**config.mk**
```make
export PLATFORM = sky130hd
export DESIGN_NAME = quad_decoder_flat
export DESIGN_NICKNAME = d
export VERILOG_FILES = /design/src/rtl/quad_decoder_if.sv /design/src/rtl/quad_decoder.sv /design/src/flat_wrapper.sv
export SDC_FILE = /design/constraint.sdc
export NUM_CORES = 1
export LEC_CHECK = 0
export CAP_MARGIN = 5
export CORE_MARGIN = 2
export CORE_UTILIZATION = 40
export DETAILED_ROUTE_END_ITERATION = 10
export PLACE_DENSITY = 0.63
export SLEW_MARGIN = 20
export SYNTH_ARGS = -nofsm -noshare
export SYNTH_HDL_FRONTEND = slang
export SYNTH_SLANG_ARGS = --single-unit
```
**constraint.sdc**
```tcl
create_clock -name clk -period 2.51 [get_ports clk]
set_clock_uncertainty 0.05 [all_clocks]
set_input_delay 0.502 -clock clk [delete_from_list [all_inputs] [get_ports clk]]
set_output_delay 0.502 -clock clk [all_outputs]
set_load 0.005 [all_outputs]
```
**src/rtl/quad_decoder_if.sv**
```systemverilog
// Increment/decrement command link from the quadrature decoder to the up/down counter.
// The decoder drives it through the master modport; the counter listens on slave.
interface quad_decoder_if;
  logic increment;
  logic decrement;

  modport master (output increment, output decrement);
  modport slave  (input  increment, input  decrement);
endinterface

```
**src/rtl/quad_decoder.sv**
```systemverilog
// x4 quadrature decoder: 2-flop synchronizer, optional glitch filter (QUAD_FILTER_EN), step/error FSM.
// Emits one-cycle increment/decrement pulses and a saturating tally of illegal two-phase jumps.
module quad_decoder #(
  parameter int FILTER_LEN = 3
) (
  input  logic           clk,
  input  logic           reset,
  input  logic           a,
  input  logic           b,
  quad_decoder_if.master step,
  output logic           error,
  output logic           dir,
  output logic [3:0]     err_cnt
);

  typedef enum logic {INIT, TRACK} state_t;
  typedef enum logic [1:0] {STEP_NONE, STEP_FWD, STEP_REV, STEP_ERR} step_t;

  state_t     state;
  logic [1:0] init_cnt;
  logic [1:0] pair_p0;
  logic [1:0] pair_p1;
  logic [1:0] accepted;
  logic [1:0] prev;
  logic       inc_q;
  logic       dec_q;

  if (FILTER_LEN < 1 || FILTER_LEN > 15) begin : g_bad_filter_len
    $error("quad_decoder: FILTER_LEN must lie in 1..15");
  end

  // Classify a transition of the {a,b} pair on the 00-01-11-10 cycle.
  function automatic step_t classify(input logic [1:0] from, input logic [1:0] to);
    step_t kind;
    kind = STEP_ERR;
    if (from == to) begin
      kind = STEP_NONE;
    end else begin
      case ({from, to})
        4'b00_01, 4'b01_11, 4'b11_10, 4'b10_00: kind = STEP_FWD;
        4'b00_10, 4'b10_11, 4'b11_01, 4'b01_00: kind = STEP_REV;
        default:                                kind = STEP_ERR;
      endcase
    end
    return kind;
  endfunction

  function automatic logic [3:0] sat_inc(input logic [3:0] v);
    return (v == 4'hF) ? v : v + 4'd1;
  endfunction

  // Stage p0/p1: two-flop synchronizer for both phases.
  always_ff @(posedge clk or negedge reset) begin
    if (!reset) begin
      pair_p0 <= 2'b00;
      pair_p1 <= 2'b00;
    end else begin
      pair_p0 <= {a, b};
      pair_p1 <= pair_p0;
    end
  end

`ifdef QUAD_FILTER_EN
  localparam logic [3:0] FLT_LAST = 4'(FILTER_LEN - 1);

  logic [1:0] flt_acc;
  logic [3:0] flt_cnt [2];

  // Filter stage: a phase must differ from its accepted level for FILTER_LEN
  // consecutive cycles. During INIT the filter simply follows the synchronizer
  // so the level present at reset release is taken as the starting point.
  always_ff @(posedge clk or negedge reset) begin
    if (!reset) begin
      flt_acc    <= 2'b00;
      flt_cnt[0] <= 4'd0;
      flt_cnt[1] <= 4'd0;
    end else if (state == INIT) begin
      flt_acc    <= pair_p1;
      flt_cnt[0] <= 4'd0;
      flt_cnt[1] <= 4'd0;
    end else begin
      for (int i = 0; i < 2; i++) begin
        if (pair_p1[i] == flt_acc[i]) begin
          flt_cnt[i] <= 4'd0;
        end else if (flt_cnt[i] == FLT_LAST) begin
          flt_acc[i] <= pair_p1[i];
          flt_cnt[i] <= 4'd0;
        end else begin
          flt_cnt[i] <= flt_cnt[i] + 4'd1;
        end
      end
    end
  end

  assign accepted = flt_acc;
`else
  assign accepted = pair_p1;
`endif

  // Decode stage: compare accepted pair with prev; all outputs registered here.
  always_ff @(posedge clk or negedge reset) begin
    if (!reset) begin
      state    <= INIT;
      init_cnt <= 2'd0;
      prev     <= 2'b00;
      inc_q    <= 1'b0;
      dec_q    <= 1'b0;
      error    <= 1'b0;
      dir      <= 1'b0;
      err_cnt  <= 4'd0;
    end else begin
      inc_q <= 1'b0;
      dec_q <= 1'b0;
      error <= 1'b0;
      case (state)
        INIT: begin
          if (init_cnt == 2'd2) begin
            prev  <= pair_p1;
            state <= TRACK;
          end else begin
            init_cnt <= init_cnt + 2'd1;
          end
        end
        TRACK: begin
          prev <= accepted;
          case (classify(prev, accepted))
            STEP_FWD: begin
              inc_q <= 1'b1;
              dir   <= 1'b1;
            end
            STEP_REV: begin
              dec_q <= 1'b1;
              dir   <= 1'b0;
            end
            STEP_ERR: begin
              error   <= 1'b1;
              err_cnt <= sat_inc(err_cnt);
            end
            default: ;
          endcase
        end
        default: state <= INIT;
      endcase
    end
  end

  assign step.increment = inc_q;
  assign step.decrement = dec_q;

endmodule

```
**src/flat_wrapper.sv**
```systemverilog
// flat-port wrapper written by rule: the top's interface ports become plain ports
module quad_decoder_flat 
#(
  parameter int FILTER_LEN = 3
)
  (clk, reset, a, b, error, dir, err_cnt, step_increment, step_decrement);
  quad_decoder_if step_i ();
  input  logic clk;
  input  logic reset;
  input  logic a;
  input  logic b;
  output logic error;
  output logic dir;
  output logic [3:0] err_cnt;
  output wire logic [$bits(step_i.increment)-1:0] step_increment;
  output wire logic [$bits(step_i.decrement)-1:0] step_decrement;
  assign step_increment = step_i.increment;
  assign step_decrement = step_i.decrement;
  quad_decoder #(.FILTER_LEN(FILTER_LEN)) u_core (.clk(clk), .reset(reset), .a(a), .b(b), .step(step_i), .error(error), .dir(dir), .err_cnt(err_cnt));
endmodule
```
==> results by group, run 1 <==
Global route
  • Number of global-route vias before repair: 399
  • Met3 Use GR: 2.35%
  • Busiest grt layer: met2
  • Tot GR Track Use: 11.5%
  • Gr ovfl total: 0
  • First-pass GRT wire length: 1.72 mm
  • Largest net degree at the start of global routing: 18
  • Antenna violations before repair: 0
  • M2 GR Usage: 15.8%
  • GR Layer Usage met1: 15.7%

Setup path
  • Critical Path AT: 2130 ps
  • Worst-path cell chain: nor2_1 > a21o_1 > o21ai_0 > ha_1 > nand2_2 > a31oi_1 > mux2_1
  • Crit Path Category: register to register
  • Crit path max fanout: 7
  • Worst Path Required: 2630 ps
  • Slowest library cell on the worst path: dfrtp_1
  • Worst reg-to-reg path cell count: 7
  • CP endpoint kind: register
  • R2r setup slk: 510 ps
  • R2r startpoint: u_core.accepted[0]
  • CP startpoint: u_core.accepted[0]
  • Slowest stage delay, CP: 460 ps
  • Critical Path Sink: u_core.err_cnt[1]
  • Critical Path Source Type: register
  • FF-to-FF End: u_core.err_cnt[1]

Power
  • VDD IR-drop max: 0.371 mV
  • Pwr dens: 789 nW/um2
  • Leak: 0.387 nW
  • Tot Pwr: 699 uW

Clocking
  • Post-CTS Resized: 0
  • CTS tree: built
  • CTS max path bufs: 2
  • Post-CTS Setup Bufs: 0
  • Clock latency on the worst-skew pair: 280 ps
  • Root Buffer: clkbuf_4
  • Total CTS buffers: 3
  • Clock Pin Slew Worst Setup and Hold Paths: 100 ps
  • CTS H-tree depth: 1
  • Number of clock sinks: 17
  • # hold bufs at CTS: 0

Run
  • Max cap viols: 0

Synthesis
  • Multiplexer share of the synthesized area: 7.67%
  • Synth Area in Adders: 8.71%
  • Synth Area in XOR/XNOR: 2.44%
  • Synth Instances: 57
  • Syn. warnings: 0
  • Post-Synth Simple-Gate Area: 8.01%
  • Syn avg cell area: 12.6 um2
  • Combinational family with the most area after synthesis: compound AO/OA/AOI/OAI gates
  • Netlist cell types: 23
  • Register area share after synthesis: 59.2%
  • Cell Area, Synth: 718 um2
  • Synth Area in Compound Gates: 11.8%
  • Syn nets: 66
  • Synthesized flop and latch total: 17

Cells and area
  • Final Util: 51.9%
  • Final non-filler cell area: 886 um2
  • Nets: 82
  • Diode count: 0
  • Area growth from synthesis to layout: 23.3%
  • Fill count: 152
  • Layout cells sized above 1: 12.5%

Floorplanning
  • Initial core utilization: 42.1%
  • Die height: 46.4 um
  • IO Pins: 12
  • Core ar.: 1710 um2
  • DIE WIDTH: 46.4 um
  • Total die area: 2150 um2
  • Num rows: 15

Routing
  • DR WL/cell: 10.7 um
  • Residual DRC: 0
  • Iter 0 DRT Violations: 3
  • Vias: 450
  • Via density: 4.64
  • Post-DRT Antenna Nets: 0
  • Drt pass-1 iters: 4
  • Final wirelength: 1.04 mm

Timing
  • # setup viols final: 0
  • RSZ-0062 raised after global routing: false
  • Worst-margin pin slew: 756 ps
  • Slew margin rel.: 49.4%
  • Tcrit/Tclk final: 79.8%
  • Setup_tns: 0 ps
  • Fmax: 499 MHz
  • Final Hold Viols: 0
  • Slew Viols, Final: 0
  • Final worst path period need: 2000 ps

Placed design
  • Placer Congestion: 0.631
  • Placed cell area: 860 um2
  • PortBufs: 11

Hold path
  • Worst min-delay path class: register to register
  • Hold Path Depth: 0

Run status
  • Status: completed
-- metal layers --
layer / vias up / part of all wire, %
li1: 229 / -
met1: 211 / 53
met2: 8 / 43
met3: 2 / 2.6
met4: 0 / 1.2
met5: - / 0
-- area by class of cell --
| cell class | instances | area (um2) | area share (%) |
|---|---|---|---|
| sequential | 17 | 425 | 48.0 |
| multi-input combinational | 36 | 278 | 31.4 |
| timing repair buffer | 11 | 110 | 12.4 |
| tap | 25 | 31.3 | 3.53 |
| clock buffer | 4 | 26.3 | 2.97 |
| inverter | 4 | 15.0 | 1.69 |
-- placed cells by master (no fill, tap or decap), types with 2 or more instances in the layout --
cell type | netlist | routed
dfrtp_1 | 17 | 17
clkdlybuf4s50_1 | 0 | 11
o21ai_0 | 6 | 6
ha_1 | 5 | 5
inv_1 | 3 | 3
clkbuf_4 | 0 | 3
nor2_1 | 2 | 2
o21a_1 | 2 | 2
nor2b_1 | 2 | 2
and2_2 | 2 | 2
mux2_2 | 2 | 2
a31oi_1 | 2 | 2
mux2_1 | 2 | 2
-- logic make-up after synthesis --
logic type                 after synthesis
DFF                                     17
muxes                                    5
buffers and inverters                    4
adders and majority gates                5
xor gates and xnor gates                 2
AOI/OAI and AO/OA                       14
and+or+nand+nor                         10
-- state kept, by name (all words and copies together) (netlist names) --
| register | cells |
|---|---|
| u_core.err_cnt | 4 |
| u_core.accepted | 2 |
| u_core.init_cnt | 2 |
| u_core.pair_p0 | 2 |
| u_core.prev | 2 |
| u_core.dir | 1 |
| u_core.error | 1 |
| u_core.state | 1 |
| u_core.step.decrement | 1 |
| u_core.step.increment | 1 |
-- synthesized netlist by cell type, drive strengths merged --
cell	count	area (um2)
dfrtp	17	425
o21ai	6	30.0
ha	5	62.6
inv	4	15.0
mux2	4	45.0
a31oi	2	12.5
and2	2	15.0
nand2	2	10.0
nor2	2	7.51
nor2b	2	12.5
o21a	2	15.0
a21o	1	7.51
a21oi	1	5.00
mux2i	1	10.0
nand2b	1	6.26
nand4	1	6.26
o211ai	1	7.51
o31ai	1	7.51
xnor2	1	8.76
xor2	1	8.76
-- power by group --
group	leakage [nW]	switching (mW)	internal [mW]
logic	0.174	0.0658	0.123
registers	0.198	0.0450	0.321
clock network	0.0150	0.0824	0.0617
total	0.387	0.193	0.506
-- how the worst min path moves through the flow --
stage | startpoint | endpoint
6_report | u_core.pair_p0[1] | u_core.accepted[1]
5_1_grt | u_core.pair_p0[1] | u_core.accepted[1]
4_1_cts | u_core.pair_p0[1] | u_core.accepted[1]
3_5_place_dp | u_core.pair_p0[1] | u_core.accepted[1]
3_3_place_gp | u_core.pair_p0[0] | u_core.accepted[0]
2_1_floorplan | reset | u_core.accepted[0]
-- per-stage QoR --
step                cells  hold WS [ps]  worst slack, ps
floorplan              57           156              697
global placement       93           283              610
detailed placement     93           287              526
CTS                    97           311              507
global route           97           315              388
finish                 97           307              507
-- worst max-delay path, delay by kind of cell (launching register included) --
family	cells	cell delay (ps)
flops	1	460
compound gates	3	670
fa+ha+maj	1	210
mux	1	350
simple gates	2	150
Power figures use the tool's default switching activity.
==> run 2: changes to the inputs <==
PLACE_DENSITY = 0.65   (was 0.63)
clock period = 1.67 ns   (was 2.51 ns; I/O delays follow)
==> run 2 against run 1 <==
  * Non-clock buffer count increased by 11
  * Die area is the same
  * Fmax is 15% higher
  * Sequential share of layout area down 6.9 points
  * Final cell count is 11% higher
  * The run now ends with setup timing left
  * Largest power group unchanged
  * Clock-buffer cell count did not move
  * Critical path type unchanged
  * Core utilization grew 9.7 points
  * Critical path depth rose by 1
  * Design area rose by 19%
  * Setup slack worse by 580 ps
  * Total power grew 71%
  * Global-route usage is 2.8 points higher
==> results by group, run 2 (same netlist as run 1, synthesis figures left out) <==
Run status
  • Status: finished, violations left
  • Failing checks: setup timing

Cells and area
  • Diode count: 0 (unchanged)
  • Commonest cells after routing, fill and taps aside: 11 x clkdlybuf4s50_1, 11 x dfrtp_1, 10 x buf_4
  • Fill count: 142 (-6.6%)
  • Area growth from synthesis to layout: 46.5%
  • Layout cells sized above 1: 44.6% (+32 points)
  • Most flops, register: u_core.err_cnt
  • Max reg flops: 4 (unchanged)
  • Nets: 93 (+13%)

Timing
  • Fmax: 574 MHz (+15%)
  • Tcrit/Tclk final: 104% (+25 points)
  • Final worst path period need: 1740 ps (-261 ps)
  • Worst setup margin: -72.4 ps (-579 ps)
  • # setup viols final: 3 (+3)
  • Final Hold Viols: 0 (unchanged)
  • Worst-margin pin slew: 378 ps (-379 ps)
  • Slew margin rel.: 74.7% (+25 points)
  • WHS: 304 ps (-2.44 ps)
  • Slew Viols, Final: 0 (unchanged)
  • RSZ-0062 raised after global routing: true

Clocking
  • CTS max path bufs: 2 (unchanged)
  • Clock Pin Slew Worst Setup and Hold Paths: 100 ps (about the same)
  • CTS tree: built
  • Root Buffer: clkbuf_4
  • # hold bufs at CTS: 0 (unchanged)
  • Total CTS buffers: 3 (unchanged)
  • CTS H-tree depth: 1 (unchanged)
  • Clock latency on the worst-skew pair: 280 ps (about the same)
  • Number of clock sinks: 17 (unchanged)

Global route
  • Tot GR Track Use: 14.3% (+2.8 points)
  • Gr ovfl total: 0 (unchanged)
  • Number of global-route vias before repair: 502 (+26%)
  • Largest net degree at the start of global routing: 18 (unchanged)
  • First-pass GRT wire length: 2.13 mm (+24%)
  • Antenna violations before repair: 0 (unchanged)

Routing
  • DR WL/cell: 12.0 um (+12%)
  • Via density: 4.73 (+2.0%)
  • Drt pass-1 iters: 3 (-1)
  • Residual DRC: 0 (unchanged)
  • Final wirelength: 1.29 mm (+25%)
  • Post-DRT Antenna Nets: 0 (unchanged)
  • Vias: 511 (+14%)
  • Iter 0 DRT Violations: 5 (+2)

Run
  • Max cap viols: 0 (unchanged)

Floorplanning
  • Num rows: 15 (unchanged)
  • Die height: 46.4 um (unchanged)
  • Total die area: 2150 um2 (unchanged)
  • IO Pins: 12 (unchanged)
  • Core ar.: 1710 um2 (unchanged)
  • DIE WIDTH: 46.4 um (unchanged)
  • Initial core utilization: 42.1% (unchanged)

Placed design
  • Placer Congestion: 0.641 (+1.7%)
  • PortBufs: 11 (unchanged)
  • Dpl hpwl: 877 um

Power
  • Tot Pwr: 1.20 mW (+71%)
  • Sequential share of power: 47.7% (-4.6 points)
  • Clock power share: 17.7% (-2.9 points)
  • Switching share of power: 28.7% (+1.0 points)
  • Comb power frac: 34.6% (+7.5 points)
  • VDD IR-drop max: 0.600 mV (+62%)
  • Pwr dens: 1140 nW/um2 (+44%)
  • Leak: 0.450 nW (+16%)
  • Cell Int Power: 854 uW (+69%)
  • NetSw: 343 uW (+78%)

Setup path
  • Critical Path AT: 1870 ps (-260 ps)
  • Worst reg-to-reg path cell count: 8 (+1)
  • FF-to-FF End: u_core.err_cnt[3]
  • Crit path max fanout: 7 (unchanged)
  • CP endpoint kind: register
  • Worst Path Required: 1800 ps (-830 ps)
  • CP startpoint: u_core.accepted[0]
  • R2r startpoint: u_core.accepted[0]
  • R2r setup slk: -70 ps (-580 ps)
  • Crit Path Category: register to register
  • Critical Path Source Type: register

Hold path
  • Hold Path Sink: u_core.accepted[0]
  • Worst min-delay path class: register to register
  • Hold Path Depth: 0 (unchanged)
  • Hold Startpoint: u_core.pair_p0[0]
-- run 2: changes by cell type in the layout (fill, tap and decap cells not counted), sizes merged --
cell | before | now
buf | 0 | 11
-- run 2: layout make-up --
class	instances	area [um2]	area share (%)
sequential	17	433	41.1
timing repair buffer	22	196	18.7
multi-input combinational	36	350	33.3
tap	25	31.3	2.97
clock buffer	4	26.3	2.50
inverter	4	15.0	1.43
-- run 2: critical path, cell delays in order (launching register included) --
cell and delay [ps]:
dfrtp_2 470, nor2b_1 160, o21ai_2 170, o21ai_2 90
ha_2 200, nand2_4 70, inv_2 40, nand4_1 100
mux2_4 300
-- run 2: power by group through the flow --
stage	registers, mW	clock network [mW]	logic [mW]
finish	0.571	0.212	0.414
global route	0.584	0.238	0.464
CTS	0.570	0.220	0.366
detailed placement	0.566	0	0.312
global placement	0.566	0	0.308
floorplan	0.560	0	0.128
-- run 2: through the flow --
stage	setup TNS (ps)	std cells	setup slack, ps	area [um2]	utilization (%)
after floorplan	-13.3	57	-13.3	728	-
after CTS	-109	107	-55.3	1000	58.5
after global routing	-702	108	-173	1050	61.6
final	-146	108	-72.4	1050	61.6
after detailed placement	-260	98	-114	907	53.1
after global placement	-86.4	98	-44.3	907	53.1
-- run 2: timing repair --
item / CTS / global route
setup buffers: 5 / 1
setup endpoints to repair: 5 / 8
gates resized for setup: 9 / 11
pin swaps: 5 / 1
-- run 2: worst max-delay path by stage --
stage | cells past startpoint | end
after global routing | 7 | u_core.err_cnt[1]
final | 8 | u_core.err_cnt[3]
after global placement | 7 | u_core.err_cnt[1]
after detailed placement | 7 | u_core.err_cnt[1]
after floorplan | 7 | u_core.err_cnt[1]
after CTS | 7 | u_core.err_cnt[1]
-- run 2: routing by layer --
| metal | share of wire, % | vias up | track usage, % |
|---|---|---|---|
| li1 | - | 251 | - |
| met1 | 44 | 250 | 17.4 |
| met2 | 51 | 8 | 24.2 |
| met3 | 3.0 | 2 | 3.53 |
| met4 | 1.1 | 0 | 5.14 |
| met5 | 0 | - | 0 |
==> run 3: changes to the inputs <==
RECOVER_POWER = 100   (was unset)
==> run 3 against run 2 <==
  * The flow still finishes with violations (setup timing)
  * Fmax hardly changed
  * Clock-buffer cell count stayed put
  * Critical path depth stayed put
  * Sequential cell count stayed put
  * Register-to-register slack hardly changed
  * Highest routed layer unchanged
==> results by group, run 3 (same netlist as run 1, synthesis figures left out) <==
Setup path
  • Crit path max fanout: 7 (unchanged)
  • Worst Path Required: 1800 ps (about the same)
  • CP startpoint: u_core.accepted[0]
  • R2r setup slk: -70 ps (about the same)
  • CP endpoint kind: register
  • Critical Path AT: 1870 ps (about the same)
  • R2r startpoint: u_core.accepted[0]
  • Critical Path Source Type: register
  • Worst reg-to-reg path cell count: 8 (unchanged)
  • Crit Path Category: register to register
  • Critical Path Sink: u_core.err_cnt[3]
  • FF-to-FF End: u_core.err_cnt[3]

Clocking
  • CTS tree: built
  • Total CTS buffers: 3 (unchanged)
  • CTS max path bufs: 2 (unchanged)
  • CTS H-tree depth: 1 (unchanged)
  • Clock Pin Slew Worst Setup and Hold Paths: 100 ps (about the same)
  • # hold bufs at CTS: 0 (unchanged)
  • Root Buffer: clkbuf_4
  • Number of clock sinks: 17 (unchanged)
  • Clock latency on the worst-skew pair: 280 ps (about the same)

Placed design
  • Placer Congestion: 0.641 (unchanged)
  • Dpl hpwl: 877 um (unchanged)
  • PortBufs: 11 (unchanged)

Floorplanning
  • Num rows: 15 (unchanged)
  • IO Pins: 12 (unchanged)
  • Initial core utilization: 42.1% (unchanged)
  • Total die area: 2150 um2 (unchanged)
  • Die height: 46.4 um (unchanged)
  • Core ar.: 1710 um2 (unchanged)
  • DIE WIDTH: 46.4 um (unchanged)

Timing
  • Final worst path period need: 1740 ps (-0.833 ps)
  • # setup viols final: 3 (unchanged)
  • Slew Viols, Final: 0 (unchanged)
  • RSZ-0062 raised after global routing: true
  • Tcrit/Tclk final: 104% (about the same)
  • Worst-margin pin slew: 870 ps (+492 ps)
  • Slew margin rel.: 42.0% (-33 points)
  • Fmax: 574 MHz (about the same)
  • Worst setup margin: -71.6 ps (+0.834 ps)
  • Setup_tns: -138 ps (+7.41 ps)
  • Final Hold Viols: 0 (unchanged)

Routing
  • Via density: 4.74 (+0.20%)
  • Iter 0 DRT Violations: 5 (unchanged)
  • Vias: 512 (+0.20%)
  • DR WL/cell: 11.9 um (-0.77%)
  • Drt pass-1 iters: 3 (unchanged)
  • Final wirelength: 1.28 mm (-0.77%)
  • Residual DRC: 0 (unchanged)
  • Post-DRT Antenna Nets: 0 (unchanged)

Hold path
  • Hold Startpoint: u_core.pair_p0[0]
  • Worst min-delay path class: register to register

Global route
  • Antenna violations before repair: 0 (unchanged)
  • Gr ovfl total: 0 (unchanged)
  • First-pass GRT wire length: 2.13 mm (unchanged)
  • Largest net degree at the start of global routing: 18 (unchanged)
  • Number of global-route vias before repair: 502 (unchanged)
  • Tot GR Track Use: 14.3% (unchanged)

Cells and area
  • Diode count: 0 (unchanged)
  • Commonest cells after routing, fill and taps aside: 11 x dfrtp_1, 9 x buf_4, 6 x clkdlybuf4s50_1, 6 x dfrtp_2, 5 x dlygate4sd3_1
  • Max reg flops: 4 (unchanged)
  • Commonest non-fill, non-tap cell in the layout: dfrtp_1
  • Layout cells sized above 1: 43.4% (-1.2 points)
  • Nets: 93 (unchanged)
  • Area growth from synthesis to layout: 46.0%
  • Most flops, register: u_core.err_cnt

Run status
  • Status: finished, violations left
  • Failing checks: setup timing

Power
  • Leak: 0.452 nW (+0.25%)
  • Pwr dens: 1140 nW/um2 (-0.11%)
  • Tot Pwr: 1.19 mW (-0.47%)
  • VDD IR-drop max: 0.596 mV (-0.59%)

Run
  • Max cap viols: 0 (unchanged)
[run 3: cell types whose count changed in the layout (fill, tap and decap cells not counted), sizes merged]
cell | previous run | this run
buf | 11 | 10
clkbuf | 4 | 5
clkdlybuf4s50 | 11 | 6
dlygate4sd3 | 0 | 5
[run 3: critical path: stages (launching register included)]
cell	delay [ps]
dfrtp_2	470
nor2b_1	160
o21ai_2	170
o21ai_2	90
ha_2	200
nand2_4	70
inv_2	40
nand4_1	100
mux2_4	300
[run 3: through the flow]
stage / setup WS, ps / std cells / util (%) / hold slack [ps] / instance area (um2)
4_1_cts: -55.3 / 107 / 58.5 / 306 / 1000
5_1_grt: -173 / 108 / 61.4 / 316 / 1050
3_3_place_gp: -44.3 / 98 / 53.1 / 284 / 907
3_5_place_dp: -114 / 98 / 53.1 / 285 / 907
2_1_floorplan: -13.3 / 57 / - / -11.6 / 728
6_report: -71.6 / 108 / 61.4 / 304 / 1050
[run 3: worst min path at each step]
stage	depth (start not counted)	to	slack (ps)
after floorplan	0	u_core.accepted[0]	-10
after global placement	0	u_core.accepted[0]	280
after detailed placement	0	u_core.accepted[0]	280
after CTS	0	u_core.accepted[0]	310
after global routing	0	u_core.accepted[1]	320
final	0	u_core.accepted[0]	300
[run 3: repair_timing]
| item | in CTS | in global routing |
|---|---|---|
| buffers inserted | 5 | 1 |
| endpoints found under the hold margin | 0 | 0 |
| setup endpoints to repair | 5 | 8 |
| resized for setup | 9 | 11 |
| pin swaps | 5 | 1 |
[run 3: power breakdown]
| group | internal (mW) | switching, mW | total [mW] |
|---|---|---|---|
| clock | 0.0925 | 0.120 | 0.212 |
| combinational | 0.267 | 0.143 | 0.410 |
| sequential | 0.490 | 0.0801 | 0.570 |
[run 3: layout make-up]
class | count | area (um2)
Fill cell | 141 | 659
Sequential cell | 17 | 433
Multi-Input combinational cell | 36 | 350
Timing Repair Buffer | 22 | 193
Tap cell | 25 | 31.3
Clock buffer | 4 | 26.3
Inverter | 4 | 15.0
[run 3: layer usage]
layer	global-route usage (%)	wire, um	vias up
li1	-	-	252
met1	17.4	563	250
met2	24.2	666	8
met3	3.53	39	2
met4	5.14	14	0
met5	0	0	-
